<file path="config.mk">
export PLATFORM = sky130hd
export DESIGN_NAME = piso_serializer
export DESIGN_NICKNAME = d
export VERILOG_FILES = /design/src/rtl/piso_pkg.sv /design/src/rtl/piso_bit_counter.sv /design/src/rtl/piso_serializer.sv
export SDC_FILE = /design/constraint.sdc
export NUM_CORES = 1
export LEC_CHECK = 0
export CELL_PAD_IN_SITES_DETAIL_PLACEMENT = 1
export CELL_PAD_IN_SITES_GLOBAL_PLACEMENT = 1
export CORE_MARGIN = 2
export CORE_UTILIZATION = 26
export CTS_BUF_LIST = sky130_fd_sc_hd__clkbuf_2
export DETAILED_ROUTE_END_ITERATION = 10
export PLACE_DENSITY_LB_ADDON = 0.1
export RECOVER_POWER = 50
export SETUP_SLACK_MARGIN = 0.2
export SLEW_MARGIN = 0
export SYNTH_ARGS = -nofsm -noshare
export SYNTH_HDL_FRONTEND = slang
export SYNTH_SLANG_ARGS = --single-unit
</file>
<file path="constraint.sdc">
create_clock -name clk -period 1.65 [get_ports clk]
set_clock_uncertainty 0.05 [all_clocks]
set_input_delay 0.4125 -clock clk [delete_from_list [all_inputs] [get_ports clk]]
set_output_delay 0.4125 -clock clk [all_outputs]
set_load 0.02 [all_outputs]
</file>
<file path="src/rtl/piso_pkg.sv">
// Shared types for the parallel-in/serial-out serializer.
// State encoding and counter sizing helper.
package piso_pkg;

  typedef enum logic [1:0] {
    IDLE,
    SHIFT,
    PAR
  } piso_state_t;

  function automatic int cnt_w(input int w);
    return (w < 2) ? 1 : $clog2(w);
  endfunction

endpackage

</file>
<file path="src/rtl/piso_bit_counter.sv">
// Bit position counter for one serial frame.
// Saturates at WIDTH-1 and flags the last data bit.
module piso_bit_counter
  import piso_pkg::*;
#(
  parameter int WIDTH = 4
) (
  input  logic i_clk,
  input  logic i_rst_n,
  input  logic i_clear,
  input  logic i_enable,
  output logic o_last
);

  localparam int CW = cnt_w(WIDTH);
  localparam logic [CW-1:0] LAST_V = CW'(WIDTH - 1);

  logic [CW-1:0] r_cnt;

  always_ff @(posedge i_clk or negedge i_rst_n) begin
    if (!i_rst_n) begin
      r_cnt <= '0;
    end else if (i_clear) begin
      r_cnt <= '0;
    end else if (i_enable && (r_cnt != LAST_V)) begin
      r_cnt <= r_cnt + 1'b1;
    end
  end

  assign o_last = (r_cnt == LAST_V);

endmodule

</file>
<file path="src/rtl/piso_serializer.sv">
// Parallel-in/serial-out stage with valid/ready input and gapless frames.
// Define PISO_PARITY_EN to append an even-parity bit to every frame.
module piso_serializer
  import piso_pkg::*;
#(
  parameter int WIDTH     = 4,
  parameter int MSB_FIRST = 0
) (
  input  logic             clk,
  input  logic             rst,
  input  logic [WIDTH-1:0] din,
  input  logic             din_valid,
  output logic             din_ready,
  output logic             sout,
  output logic             sout_valid,
  output logic             frame_last,
  output logic             busy
);

  piso_state_t      r_state;
  piso_state_t      w_next;
  logic [WIDTH-1:0] r_shreg;
  logic             w_accept;
  logic             w_last;
  logic             w_final;
  logic             w_bit;
  logic             w_shift;
  logic             w_clear;

  assign w_shift = (r_state == SHIFT);
  assign w_bit   = (MSB_FIRST != 0) ? r_shreg[WIDTH-1] : r_shreg[0];

`ifdef PISO_PARITY_EN
  logic r_par;

  always_ff @(posedge clk or negedge rst) begin
    if (!rst) begin
      r_par <= 1'b0;
    end else if (w_accept) begin
      r_par <= ^din;
    end
  end

  assign w_final = (r_state == PAR);
  assign sout    = w_shift ? w_bit :
                   (r_state == PAR) ? r_par : 1'b0;
`else
  assign w_final = w_shift & w_last;
  assign sout    = w_shift ? w_bit : 1'b0;
`endif

  assign din_ready  = (r_state == IDLE) | w_final;
  assign w_accept   = din_valid & din_ready;
  assign busy       = (r_state != IDLE);
  assign sout_valid = busy;
  assign frame_last = w_final;

  // Counter restarts on every accept and whenever the shift phase ends.
  assign w_clear = w_accept | ~w_shift | w_last;

  piso_bit_counter #(
    .WIDTH(WIDTH)
  ) u_cnt (
    .i_clk   (clk),
    .i_rst_n (rst),
    .i_clear (w_clear),
    .i_enable(w_shift),
    .o_last  (w_last)
  );

  always_comb begin
    w_next = r_state;
    unique case (r_state)
      IDLE: begin
        if (w_accept) w_next = SHIFT;
      end
      SHIFT: begin
        if (w_last) begin
`ifdef PISO_PARITY_EN
          w_next = PAR;
`else
          w_next = w_accept ? SHIFT : IDLE;
`endif
        end
      end
      PAR: begin
        w_next = w_accept ? SHIFT : IDLE;
      end
      default: w_next = IDLE;
    endcase
  end

  always_ff @(posedge clk or negedge rst) begin
    if (!rst) begin
      r_state <= IDLE;
    end else begin
      r_state <= w_next;
    end
  end

  always_ff @(posedge clk or negedge rst) begin
    if (!rst) begin
      r_shreg <= '0;
    end else if (w_accept) begin
      r_shreg <= din;
    end else if (w_shift) begin
      if (MSB_FIRST != 0) begin
        r_shreg <= {r_shreg[WIDTH-2:0], 1'b0};
      end else begin
        r_shreg <= {1'b0, r_shreg[WIDTH-1:1]};
      end
    end
  end

endmodule

</file>
[Word-level counts from Yosys, hierarchy flattened]
Cells that the tools add are included.
Cells by class
  add/subtract/negate cells: 1
  eq/ne operators: 6
  mux-type cells: 9
  bitwise logic cells: 6
  reductions and logical operators: 6
Operator list (count)
  two-way mux 2 bit: 4
  two-way mux 4 bit: 2
  inequality test 2 bit (second input constant): 3
  one-hot mux 2 bit (3 select lines): 1
  nonzero test 2 bit: 3
  equality test 2 bit (second input constant): 2
  bitwise OR 1 bit: 3
  adder 2 x 1 -> 2 bit (second input constant): 1
  bitwise AND 1 bit: 2
  equality test 2 x 1 -> 1 bit (second input constant): 1
  zero test 2 bit: 1
  two-way mux 1 bit: 2
  AND reduction 2 bit: 1
  logical AND 1 bit: 1
  inverter 1 bit: 1
Storage, ports and cells
  flip-flop bits (word level): 8
  output and inout port bits: 5
  word-level logic and storage cells: 31

[Longest topological paths before layout]
  depth after elaboration: 7
  mapped depth: 5

[Hierarchy]
A second synthesis with hierarchy kept.
Second synthesis, totals
  cell total of the unflattened synthesis: 36
  area total of the unflattened synthesis: 396.6 µm²
By module, submodules not included
  piso_serializer: instances 1, cells each 26, area an instance 272.8 µm², seq. area each 125.1 µm²
  piso_bit_counter: instances 1, cells each 10, area an instance 123.9 µm², seq. area each 50.0 µm²

[Least setup slack after synthesis]
OpenSTA, ideal clock, no wires.
  kind: reg-to-output
  from: register u_cnt.r_cnt[0]
  to: output port din_ready
  data arrival time: 889 ps
  data required time: 1187 ps
  slack: 298 ps
  stages on the path, launching flop included: 4
  buffers on the path: 1
  path through: dfrtp_1 > ha_1 > nand2b_1 > buf_2
On the way
  longest elaborated chain between the ends: 3
Ends and longest elaborated chain
  start: declaration: line piso_bit_counter.sv:18  | logic [CW-1:0] r_cnt;
  start signal: assignment: line piso_bit_counter.sv:26  | r_cnt <= r_cnt + 1'b1;
  equality test 2 bit: line piso_bit_counter.sv:30  | assign o_last = (r_cnt == LAST_V);
  bitwise AND 1 bit: line piso_serializer.sv:48  | assign w_final = w_shift & w_last;
  bitwise OR 1 bit: line piso_serializer.sv:52  | assign din_ready = (r_state == IDLE) | w_final;
  end: declaration: line piso_serializer.sv:13  | output logic din_ready,
Every way passes these cells.

[Worst setup path in the final report]
  from: register r_state[0]
  to: output port frame_last
On the way
  longest elaborated chain between the ends: 2
Ends and longest elaborated chain
  start: declaration: line piso_serializer.sv:20  | piso_state_t r_state;
  start signal: assignment: line piso_serializer.sv:97  | r_state <= w_next;
  equality test 2 x 1 -> 1 bit: line piso_serializer.sv:30  | assign w_shift = (r_state == SHIFT);
  bitwise AND 1 bit: line piso_serializer.sv:48
  end: declaration: line piso_serializer.sv:16  | output logic frame_last,
Every way passes these cells.

==> flow_summary.rst <==
.. list-table::
   :header-rows: 1

   * - Metric
     - Value
   * - Run status
     - complete, no violations
   * - Worst path arrival time
     - roughly 1.1 ns
   * - Setup repair after global routing missed its margin
     - yes
   * - Pin count of the biggest net entering global routing
     - 11
   * - Fraction of post-synthesis cell area in the top cell type by area
     - roughly half
   * - Netlist area before placement
     - approximately 340 um2
   * - End of the worst register-to-register path
     - r_shreg[2]
   * - Headroom to the max-slew limit
     - 72.4%
   * - Area added between synthesis and finish
     - 49.3%
   * - Number of standard-cell rows in the floorplan
     - 13
   * - First-pass GRT wire length
     - about 1.2 mm
   * - CP delay by family, top
     - flip-flops
   * - Minimum setup slack after placement
     - -0.0943 ns
   * - Count of yosys warnings during synthesis
     - 0
   * - Largest stage delay on the critical path
     - roughly 0.44 ns
   * - HPWL Detailed
     - 557 um
   * - Static power due to leakage
     - between 0.2 and 0.25 nW
   * - Number of H-tree levels
     - 1
   * - Die X-Extent
     - 40.3 um
   * - Worst setup EP type
     - output port
   * - Initial cell density of the core
     - 27.0%
   * - Crit Path Max Fanout
     - 5
   * - Hold-fix buffers at CTS
     - 0
   * - Post-route fraction of the period consumed by the critical path
     - between 90 and 100%
   * - Sinks on the clock net
     - 7
   * - Wire length per cell
     - roughly 12 um
   * - Post-synth net total
     - 41
   * - Pins over their slew limit
     - 0
   * - Final critical delay including setup and external delays
     - approximately 1.5 ns
   * - Most area-consuming cells after synthesis
     - dfrtp_1, mux2_1, a31oi_1
   * - Number of instances on the worst hold path
     - 1
   * - Routed wire length
     - 771 um
   * - Ratio of cells with drive above 1 in the final layout
     - a little over a third
   * - 1st-iter DRT viols
     - 0
   * - Crit-path cells
     - buf_6, and2_4, buf_6
   * - Area of the die
     - between 1500 and 2000 um2
   * - Required arrival time at the worst endpoint
     - between 1 and 1.5 ns
   * - Count of buffering cells on the critical path with inverters included
     - 2
   * - Clock tree from TritonCTS
     - done
   * - Pre-Repair DR Iteration Count
     - 1
   * - Number of global-route vias before repair
     - 289
   * - Launching element of the worst setup path
     - r_state[0]
   * - Overall fraction of global-route tracks in use
     - between 10 and 15%
   * - Worst min path class
     - reg2reg
   * - Master cell of the clock root buffer
     - clkbuf_2
   * - Crit Path Class
     - reg2out
   * - Gate count of the mapped netlist
     - 33
   * - Max-cap violations
     - 0
   * - Peak VDD IR
     - approximately 0.62 mV
   * - Leading cell types in the layout, fill and taps excluded
     - clkbuf_2, dfrtp_1, clkdlybuf4s50_1
   * - Critical Path Slowest Stage Cell
     - dfrtp_2
   * - Register-to-Register Setup Slack
     - about 0.24 ns
   * - Maximum root-to-sink buffer count
     - 2
   * - Number of nets with antenna violations after detailed routing
     - 0
   * - Transition time at the pin with the least slew margin
     - about 0.41 ns
   * - Maximum achievable frequency
     - approximately 650 MHz
   * - Mean instance size in the synthesized netlist
     - approximately 10 um2
   * - Final setup margin
     - 0.112 ns
   * - Worst Hold End
     - u_cnt.r_cnt[0]
   * - Top cell type by total area after synthesis
     - dfrtp_1
   * - Net count, final
     - slightly below 60
   * - Hold Vio Cnt, Final
     - 0
   * - Cell repeated most along the worst path
     - buf_6
   * - Clock buffer count from CTS
     - 3
   * - Crit path launch type
     - flip-flop
   * - Residual DRC count
     - 0
   * - DR vias/cell
     - 4.52
   * - Launch instance of the worst register-to-register path
     - u_cnt.r_cnt[0]
   * - Filler Cells Inserted
     - 160
   * - CTS clock-pin slew for the worst setup and hold paths
     - ~0.08 ns
   * - Beginning of the worst hold path
     - u_cnt.r_cnt[0]
   * - Flop and latch count out of synthesis
     - 7
   * - Sequential fraction of the synthesis area
     - 51.1%
   * - Vertical die dimension
     - around 40 um
   * - R2R cell count
     - 5
   * - Buffers on Ports
     - 11
   * - Worst skew pair latency
     - 0.23 ns
   * - Cell area after layout
     - around 510 um2
   * - Finish-stage setup viols
     - 0
   * - Number of distinct library cell variants in the gate-level netlist after synthesis
     - 13
   * - Number of antenna violations at the first check in global routing
     - 0
   * - Antenna Cells
     - 0
   * - Global placement routability congestion
     - between 0.7 and 0.8
   * - Vias
     - 289
   * - Pwr per Cell Area
     - between 1500 and 2000 nW/um2
   * - Ports
     - 12
   * - Leftover overflow at the end of global routing
     - 0
   * - CORE AREA
     - approximately 1300 um2
   * - Placement Cell Area
     - 469 um2
==> metrics by stage <==
stage	hold WS, ns	util (%)	total power, mW	TNS [ns]	std cells
after global routing	0.406	40.3	0.958	0	64
final	0.394	40.3	0.875	0	64
after detailed placement	0.388	37.0	0.708	-0.185	58
after floorplan	0.0669	-	0.536	0	33
after CTS	0.382	41.1	0.903	0	64
after global placement	0.368	37.0	0.688	-0.133	58
==> area by class of cell <==
type / instances / area [um2] / share of cell area [%]
flip-flops and latches: 7 / 176 / 34.5
well taps: 15 / 18.8 / 3.67
multi-input cells: 19 / 148 / 28.9
repair buffers: 15 / 134 / 26.2
inverters: 4 / 15.0 / 2.93
clock buffers: 4 / 20.0 / 3.91
==> per-layer routing <==
layer | wire [um] | global-route usage [%] | up-vias
li1 | - | - | 142
met1 | 348 | 14.9 | 137
met2 | 378 | 18.5 | 10
met3 | 44 | 5.00 | 0
met4 | 0 | 7.50 | 0
met5 | 0 | 0 | -
==> power breakdown <==
| group | internal, mW | switching [mW] |
|---|---|---|
| clock | 0.0645 | 0.0669 |
| sequential | 0.239 | 0.0438 |
| combinational | 0.240 | 0.220 |
==> worst register-to-register path: cells and delay by family, from the launching register on <==
kind / cells / cell delay (ns)
DFF: 1 / 0.36
buffers and inverters: 1 / 0.34
AOI/OAI and AO/OA: 2 / 0.29
adders and majority gates: 1 / 0.18
and+or+nand+nor: 1 / 0.12
==> how the worst max path moves through the flow <==
| stage | depth (start not counted) | slack (ns) | end |
|---|---|---|---|
| finish | 3 | 0.11 | frame_last |
| global route | 3 | 0.07 | din_ready |
| CTS | 3 | 0.10 | frame_last |
| detailed placement | 3 | -0.09 | frame_last |
| global placement | 3 | -0.07 | frame_last |
| floorplan | 3 | 0.30 | din_ready |
==> synthesized netlist by cell type <==
| master | instances |
|---|---|
| buf_4 | 1 |
| mux2_1 | 3 |
| o22ai_1 | 3 |
| buf_2 | 2 |
| ha_1 | 1 |
| dfrtp_1 | 7 |
| and2_2 | 2 |
| nand3_1 | 1 |
| o21ai_0 | 1 |
| a31oi_1 | 3 |
| nor2_1 | 2 |
| nand2b_1 | 3 |
| inv_1 | 4 |
==> logic make-up after synthesis <==
family	Yosys count	share of synthesized area [%]
adders and majority gates	1	3.65
buffers and inverters	7	9.49
DFF	7	51.1
and+or+nand+nor	8	13.5
AOI/OAI and AO/OA	7	12.4
muxes	3	9.85
==> state kept, by name, indices dropped and copies added, names as in the netlist <==
signal	flops
r_shreg	4
r_state	1
u_cnt.r_cnt	2
==> what timing repair did <==
item                                    4_1_cts  5_1_grt
resized for setup                            25        5
pin swaps                                     2        1
setup buffers                                 2        0
endpoints found under the setup margin        5        6
No activity file was read; power rests on OpenSTA's default activity.
